File: config.mk
export PLATFORM = sky130hd
export DESIGN_NAME = sme_job_sequencer
export DESIGN_NICKNAME = d
export VERILOG_FILES = /design/src/rtl/sme_pkg.sv /design/src/rtl/sme_beat_fifo.sv /design/src/rtl/sme_job_sequencer.sv
export SDC_FILE = /design/constraint.sdc
export NUM_CORES = 1
export LEC_CHECK = 0
export ABC_AREA = 1
export CAP_MARGIN = 10
export CORE_MARGIN = 2
export CORE_UTILIZATION = 47
export DETAILED_ROUTE_END_ITERATION = 6
export HOLD_SLACK_MARGIN = 0.03
export PLACE_DENSITY_LB_ADDON = 0.2
export SLEW_MARGIN = 20
export SYNTH_ARGS = -nofsm -noshare
export SYNTH_HDL_FRONTEND = slang
export SYNTH_SLANG_ARGS = --single-unit
File: constraint.sdc
create_clock -name clk -period 5.7 [get_ports clk]
set_clock_uncertainty 0.15 [all_clocks]
set_input_delay 1.14 -clock clk [delete_from_list [all_inputs] [get_ports clk]]
set_output_delay 1.14 -clock clk [all_outputs]
set_load 0.05 [all_outputs]
File: src/rtl/sme_pkg.sv
// Shared types and constants for the SME job sequencer: FSM states, beat
// format, per-job length limits and the WAIT watchdog limit.
package sme_pkg;

  localparam int MAX_STR = 32;
  localparam int MAX_PAT = 8;

  // Watchdog terminal count (cycles in WAIT) when SME_SEQ_TIMEOUT_EN is defined.
  localparam int          TIMEOUT_CYC   = 1023;
  localparam logic [4:0]  TIMEOUT_INDEX = 5'd31;

  typedef enum logic [1:0] {
    S_IDLE = 2'd0,
    S_STR  = 2'd1,
    S_PAT  = 2'd2,
    S_WAIT = 2'd3
  } seq_state_t;

  typedef struct packed {
    logic       kind;  // 0 = string char, 1 = pattern char
    logic       last;
    logic [7:0] data;
  } beat_t;

endpackage

File: src/rtl/sme_beat_fifo.sv
// Synchronous FIFO of beat_t entries with full/empty/count status.
// Pushes while full and pops while empty are ignored.
module sme_beat_fifo
  import sme_pkg::*;
#(
  parameter int DEPTH = 64
) (
  input  logic                     clk,
  input  logic                     reset,
  input  logic                     push,
  input  beat_t                    wr_beat,
  input  logic                     pop,
  output beat_t                    rd_beat,
  output logic                     full,
  output logic                     empty,
  output logic [$clog2(DEPTH):0]   count
);

  localparam int AW = $clog2(DEPTH);

  beat_t         mem [DEPTH];
  logic [AW:0]   wr_ptr;
  logic [AW:0]   rd_ptr;
  logic          do_push;
  logic          do_pop;

  assign do_push = push && !full;
  assign do_pop  = pop && !empty;

  // Pointers carry one extra wrap bit so full and empty are distinguishable.
  always_ff @(posedge clk or posedge reset) begin
    if (reset) begin
      wr_ptr <= '0;
      rd_ptr <= '0;
    end else begin
      if (do_push) wr_ptr <= wr_ptr + 1'b1;
      if (do_pop)  rd_ptr <= rd_ptr + 1'b1;
    end
  end

  always_ff @(posedge clk) begin
    if (do_push) mem[wr_ptr[AW-1:0]] <= wr_beat;
  end

  assign count   = wr_ptr - rd_ptr;
  assign full    = (count == (AW+1)'(DEPTH));
  assign empty   = (count == '0);
  assign rd_beat = mem[rd_ptr[AW-1:0]];

endmodule

File: src/rtl/sme_job_sequencer.sv
// Buffers complete jobs of tagged beats and replays them to the SME as
// isstring/ispattern bursts, then forwards the SME result with a job ID.
// Optional WAIT watchdog: define SME_SEQ_TIMEOUT_EN.
//
// state  | meaning
// IDLE   | waiting for a complete job in the FIFO
// STR    | popping string beats to the SME
// PAT    | popping pattern beats until the in_last beat
// WAIT   | burst done, waiting for the SME result
module sme_job_sequencer
  import sme_pkg::*;
#(
  parameter int FIFO_DEPTH = 64,
  parameter int MAX_STR    = sme_pkg::MAX_STR,
  parameter int MAX_PAT    = sme_pkg::MAX_PAT
) (
  input  logic       clk,
  input  logic       reset,
  input  logic       in_valid,
  output logic       in_ready,
  input  logic [7:0] in_data,
  input  logic       in_kind,
  input  logic       in_last,
  output logic [7:0] chardata,
  output logic       isstring,
  output logic       ispattern,
  input  logic       sme_valid,
  input  logic       sme_match,
  input  logic [4:0] sme_index,
  output logic       res_valid,
  output logic       res_match,
  output logic [4:0] res_index,
  output logic [7:0] res_job_id,
  output logic       err_fmt
);

  localparam int CW = $clog2(FIFO_DEPTH) + 1;
  localparam int SW = $clog2(MAX_STR + 1);
  localparam int PW = $clog2(MAX_PAT + 1);

  seq_state_t    state;
  seq_state_t    state_nxt;
  beat_t         in_beat;
  beat_t         head;
  logic          fifo_full;
  logic          fifo_empty;
  logic [CW-1:0] fifo_count;
  logic          push;
  logic          pop;
  logic [CW-1:0] job_cnt;
  logic          job_ready;
  logic [SW-1:0] str_cnt;
  logic [PW-1:0] pat_cnt;
  logic          seen_pat;
  logic          fmt_bad;
  logic          wd_expired;
  logic          res_fire;
  logic [7:0]    job_id;

  assign in_beat  = '{kind: in_kind, last: in_last, data: in_data};
  assign in_ready = !fifo_full;
  assign push     = in_valid && in_ready;

  sme_beat_fifo #(.DEPTH(FIFO_DEPTH)) u_fifo (
    .clk     (clk),
    .reset   (reset),
    .push    (push),
    .wr_beat (in_beat),
    .pop     (pop),
    .rd_beat (head),
    .full    (fifo_full),
    .empty   (fifo_empty),
    .count   (fifo_count)
  );

  // Complete jobs buffered; push of in_last and pop of a last beat cancel out.
  always_ff @(posedge clk or posedge reset) begin
    if (reset) begin
      job_cnt <= '0;
    end else begin
      case ({push && in_last, pop && head.last})
        2'b10:   job_cnt <= job_cnt + 1'b1;
        2'b01:   job_cnt <= job_cnt - 1'b1;
        default: job_cnt <= job_cnt;
      endcase
    end
  end

  assign job_ready = (job_cnt != '0) && (fifo_count != '0);

  // Per-job input format checking on the upstream side.
  always_comb begin
    fmt_bad = 1'b0;
    if (push) begin
      if (!in_kind) begin
        if (seen_pat || in_last || (str_cnt == SW'(MAX_STR))) fmt_bad = 1'b1;
      end else if (pat_cnt == PW'(MAX_PAT)) begin
        fmt_bad = 1'b1;
      end
    end
  end

  always_ff @(posedge clk or posedge reset) begin
    if (reset) begin
      str_cnt  <= '0;
      pat_cnt  <= '0;
      seen_pat <= 1'b0;
    end else if (push) begin
      if (in_last) begin
        str_cnt  <= '0;
        pat_cnt  <= '0;
        seen_pat <= 1'b0;
      end else if (!in_kind) begin
        if (str_cnt != SW'(MAX_STR)) str_cnt <= str_cnt + 1'b1;
      end else begin
        seen_pat <= 1'b1;
        if (pat_cnt != PW'(MAX_PAT)) pat_cnt <= pat_cnt + 1'b1;
      end
    end
  end

`ifdef SME_SEQ_TIMEOUT_EN
  logic [9:0] wd_cnt;

  always_ff @(posedge clk or posedge reset) begin
    if (reset) begin
      wd_cnt <= 10'(TIMEOUT_CYC);
    end else if (state != S_WAIT) begin
      wd_cnt <= 10'(TIMEOUT_CYC);
    end else if (wd_cnt != '0) begin
      wd_cnt <= wd_cnt - 1'b1;
    end
  end

  assign wd_expired = (state == S_WAIT) && (wd_cnt == '0) && !sme_valid;
`else
  assign wd_expired = 1'b0;
`endif

  assign res_fire = (state == S_WAIT) && (sme_valid || wd_expired);

  always_ff @(posedge clk or posedge reset) begin
    if (reset) state <= S_IDLE;
    else       state <= state_nxt;
  end

  // STR and PAT both pop the head; the head kind selects the next state so a
  // string-to-pattern change costs no gap cycle.
  always_comb begin
    state_nxt = state;
    pop       = 1'b0;
    case (state)
      S_IDLE: begin
        if (job_ready) state_nxt = head.kind ? S_PAT : S_STR;
      end
      S_STR, S_PAT: begin
        pop = !fifo_empty;
        if (head.last)      state_nxt = S_WAIT;
        else if (head.kind) state_nxt = S_PAT;
        else                state_nxt = S_STR;
      end
      S_WAIT: begin
        if (res_fire) state_nxt = S_IDLE;
      end
      default: state_nxt = S_IDLE;
    endcase
  end

  always_ff @(posedge clk or posedge reset) begin
    if (reset) begin
      isstring   <= 1'b0;
      ispattern  <= 1'b0;
      chardata   <= '0;
      res_valid  <= 1'b0;
      res_match  <= 1'b0;
      res_index  <= '0;
      res_job_id <= '0;
      job_id     <= '0;
      err_fmt    <= 1'b0;
    end else begin
      isstring  <= pop && !head.kind;
      ispattern <= pop && head.kind;
      if (pop) chardata <= head.data;
      res_valid <= res_fire;
      if (res_fire) begin
        res_match  <= sme_valid ? sme_match : 1'b0;
        res_index  <= sme_valid ? sme_index : TIMEOUT_INDEX;
        res_job_id <= job_id;
        job_id     <= job_id + 1'b1;
      end
      err_fmt <= err_fmt | fmt_bad | wd_expired;
    end
  end

endmodule

==> impl_metrics.toml <==
[clock_tree]
cts_tree = "yes"
clk_pin_slew_worst_paths_ps = 60
insertion_delay_ps = 620
post_cts_resized = 0
cts-root-buf = "clkbuf_16"
clockBufferDepth = 3
cts-hold-fix-buffers = 0
cts_setup_buffers = 0
clkSinkCount = 708
tritoncts.num_buffers = 76
cts_max_level = 3

[worst_setup_path]
required_ps = 5780
critPathSlowestCell = "nor2_1"
crit_type = "reg -> reg"
worstPathCellList = "clkinv_1, ha_1, nand2_1, nor2_1, nand2_1, nand3_1, nand2_1, nand2_1, inv_2, nand4_2, nand2_2, inv_2, nand4_1, nor2_1"
rr_endpoint = "u_fifo.mem[12][1]$_DFFE_PP_"
reg2reg_from = "u_fifo.rd_ptr[4]$_DFFE_PP0P_"
crit_path_start_kind = "flip-flop"
r2r_slack_ps = 810
cp-startpoint = "u_fifo.rd_ptr[4]$_DFFE_PP0P_"
crit_top_cell = "nand2_1"
crit_buf_inv = 3
arrival_ps = 4970
slowest_delay_ps = 1080
cp_num_cells = 14
cp_max_fo = 17
cp-end-kind = "flip-flop"
cp_top_family = "simple AND/OR/NAND/NOR gates"
rr_worst_depth = 14
cp-endpoint = "u_fifo.mem[12][1]$_DFFE_PP_"

[sta]
rsz0062_at_grt = "no"
tns_ps = 0
worst_slew_pin_slew_ps = 1113
final_max_slew_viol_count = 0
timing.hold.ws_ps = 314.9
min_period_ps = 4889
max_freq_ghz = 0.2045
hold_viol = 0
layout_setup_ws_ps = 810.6
period_share_pct = 85.78
relSlewSlack_pct = 25.60
finalSetupViolCount = 0

[grt]
grt_overflow_total = 0
grt_max_degree = 154
grt_pass1_vias = 18960
antenna_found_initial = 0
grt_first_pass_wirelength_mm = 114.1
grt_use_total_pct = 23.47

[cells_and_area]
final_cells = 3454
layout_common_cells = "640 x edfxtp_1, 442 x nor2_1, 418 x nand2_1"
final_common_cell = "edfxtp_1"
area_delta_synth_final_pct = 11.90
final_area_sq_mm = 0.03289
nets = 2594
n_antenna_cell = 0
fillCellCount = 5270
fin_util_pct = 53.29
drive_gt1_share_pct = 6.802

[floorplanning]
fp.coreArea_sq_mm = 0.06171
num_rows = 91
initial_core_util_pct = 47.62
die-area_sq_mm = 0.06454
die_h_um = 254.1
ios = 47
fp.dieW_um = 254.1

[logic_synthesis]
postSynthCellCount = 2536
ys.flop_type = "edfxtp_1"
netlist_area_sq_mm = 0.02939
syn_avg_cell_area_sq_um = 11.59
netlist-cell-type-count = 40
synth_warnings = 0
ys_ff_latch = 708
synth_edf_count = 640
synth-async-reset-ratio_pct = 9.605
synth_nets = 2575
seq_area_frac_synth_pct = 71.19

[routing]
dr.pass1.iters = 6
wl_per_cell_um = 21.62
drcViolationCount = 0
routed_wl_mm = 74.67
vias = 19410
drt_iter0_drc = 2149
vias_per_cell = 5.618
ant_nets = 0

[placed_design]
place_hpwl_mm = 42.70
dp.cells = 3314
io_buffers = 46
place_ws_ps = 929.7
place_congestion = 0.9346
placed_area_sq_mm = 0.03052

[run_status]
outcome = "complete, no violations"

[flow_run]
maxCapViolCount = 0

[power_and_ir_drop]
leakagePower_nw = 11.67
max-vdd-ir-drop_mv = 0.4169
p_per_area_mw_per_mm2 = 523.0
power_mw = 17.20

[hold_path]
hold_path.class = "reg -> reg"
## worst reg2reg max path, stage by stage, from the launching register on
cell and delay [ps]:
dfrtp_1 730, clkinv_1 190, ha_1 390, nand2_1 90, nor2_1 100, nand2_1 80
nand3_1 80, nand2_1 50, nand2_1 70, inv_2 50, nand4_2 110, nand2_2 190
inv_2 260, nand4_1 900, nor2_1 1090
## registers in the layout (all words and copies together), names as in the netlist
signal         cells
u_fifo.wr_ptr      7
pat_cnt            4
res_valid          1
u_fifo.mem       640
chardata           8
ispattern          1
job_cnt            7
res_match          1
u_fifo.rd_ptr      7
str_cnt            6
err_fmt            1
isstring           1
job_id             8
state              2
res_job_id         8
seen_pat           1
res_index          5
## cell usage after synthesis, drive strengths merged (19+ instances only)
cell type,number,share of area (%)
o22ai,48,1.0
dfrtp,68,5.8
ha,19,0.81
xor2,21,0.63
nor2,447,5.7
o21ai,314,5.3
edfxtp,640,65
buf,74,1.5
nand3,159,2.7
inv,110,1.4
nand2,419,5.4
clkbuf,70,0.89
a21oi,24,0.41
o211ai,47,1.2
## cells by family after synthesis
group | synth area share (%)
AOI/OAI and AO/OA | 8.673
adders and majority gates | 0.8089
DFF | 71.19
and+or+nand+nor | 14.70
xor gates and xnor gates | 0.8345
buffers and inverters | 3.802
## routing by layer
metal,up-vias,wire length (um),track usage (%)
met2,721,35540,38.22
met3,124,5078,3.175
met5,-,0,0
met1,9591,32290,32.96
met4,0,1772,7.227
li1,8970,-,-
## power by group
part           switching, mW  leakage [nW]  internal, mW
registers              0.244          6.61          6.01
logic                   4.50          3.90          1.75
clock network           1.98          1.16          2.72
## cell type report
type | instances | area, sq um | share of cell area (%)
tap | 837 | 1047 | 3.185
clock buffer | 102 | 2052 | 6.240
sequential | 708 | 20930 | 63.64
clock inverter | 38 | 307.8 | 0.9360
inverter | 113 | 432.9 | 1.316
multi-input combinational | 1571 | 7366 | 22.40
timing repair buffer | 85 | 750.7 | 2.283
## worst min-delay path by stage
stage	to	startpoint	cells past startpoint	slack (ps)
4_1_cts	job_id[2]$_DFFE_PP0P_	job_id[2]$_DFFE_PP0P_	1	320
3_3_place_gp	job_id[2]$_DFFE_PP0P_	job_id[2]$_DFFE_PP0P_	1	310
6_report	job_id[7]$_DFFE_PP0P_	job_id[7]$_DFFE_PP0P_	1	310
2_1_floorplan	job_id[2]$_DFFE_PP0P_	job_id[2]$_DFFE_PP0P_	1	290
5_1_grt	job_id[2]$_DFFE_PP0P_	job_id[2]$_DFFE_PP0P_	1	340
3_5_place_dp	job_id[2]$_DFFE_PP0P_	job_id[2]$_DFFE_PP0P_	1	310
(Power assumes the default switching activity.)
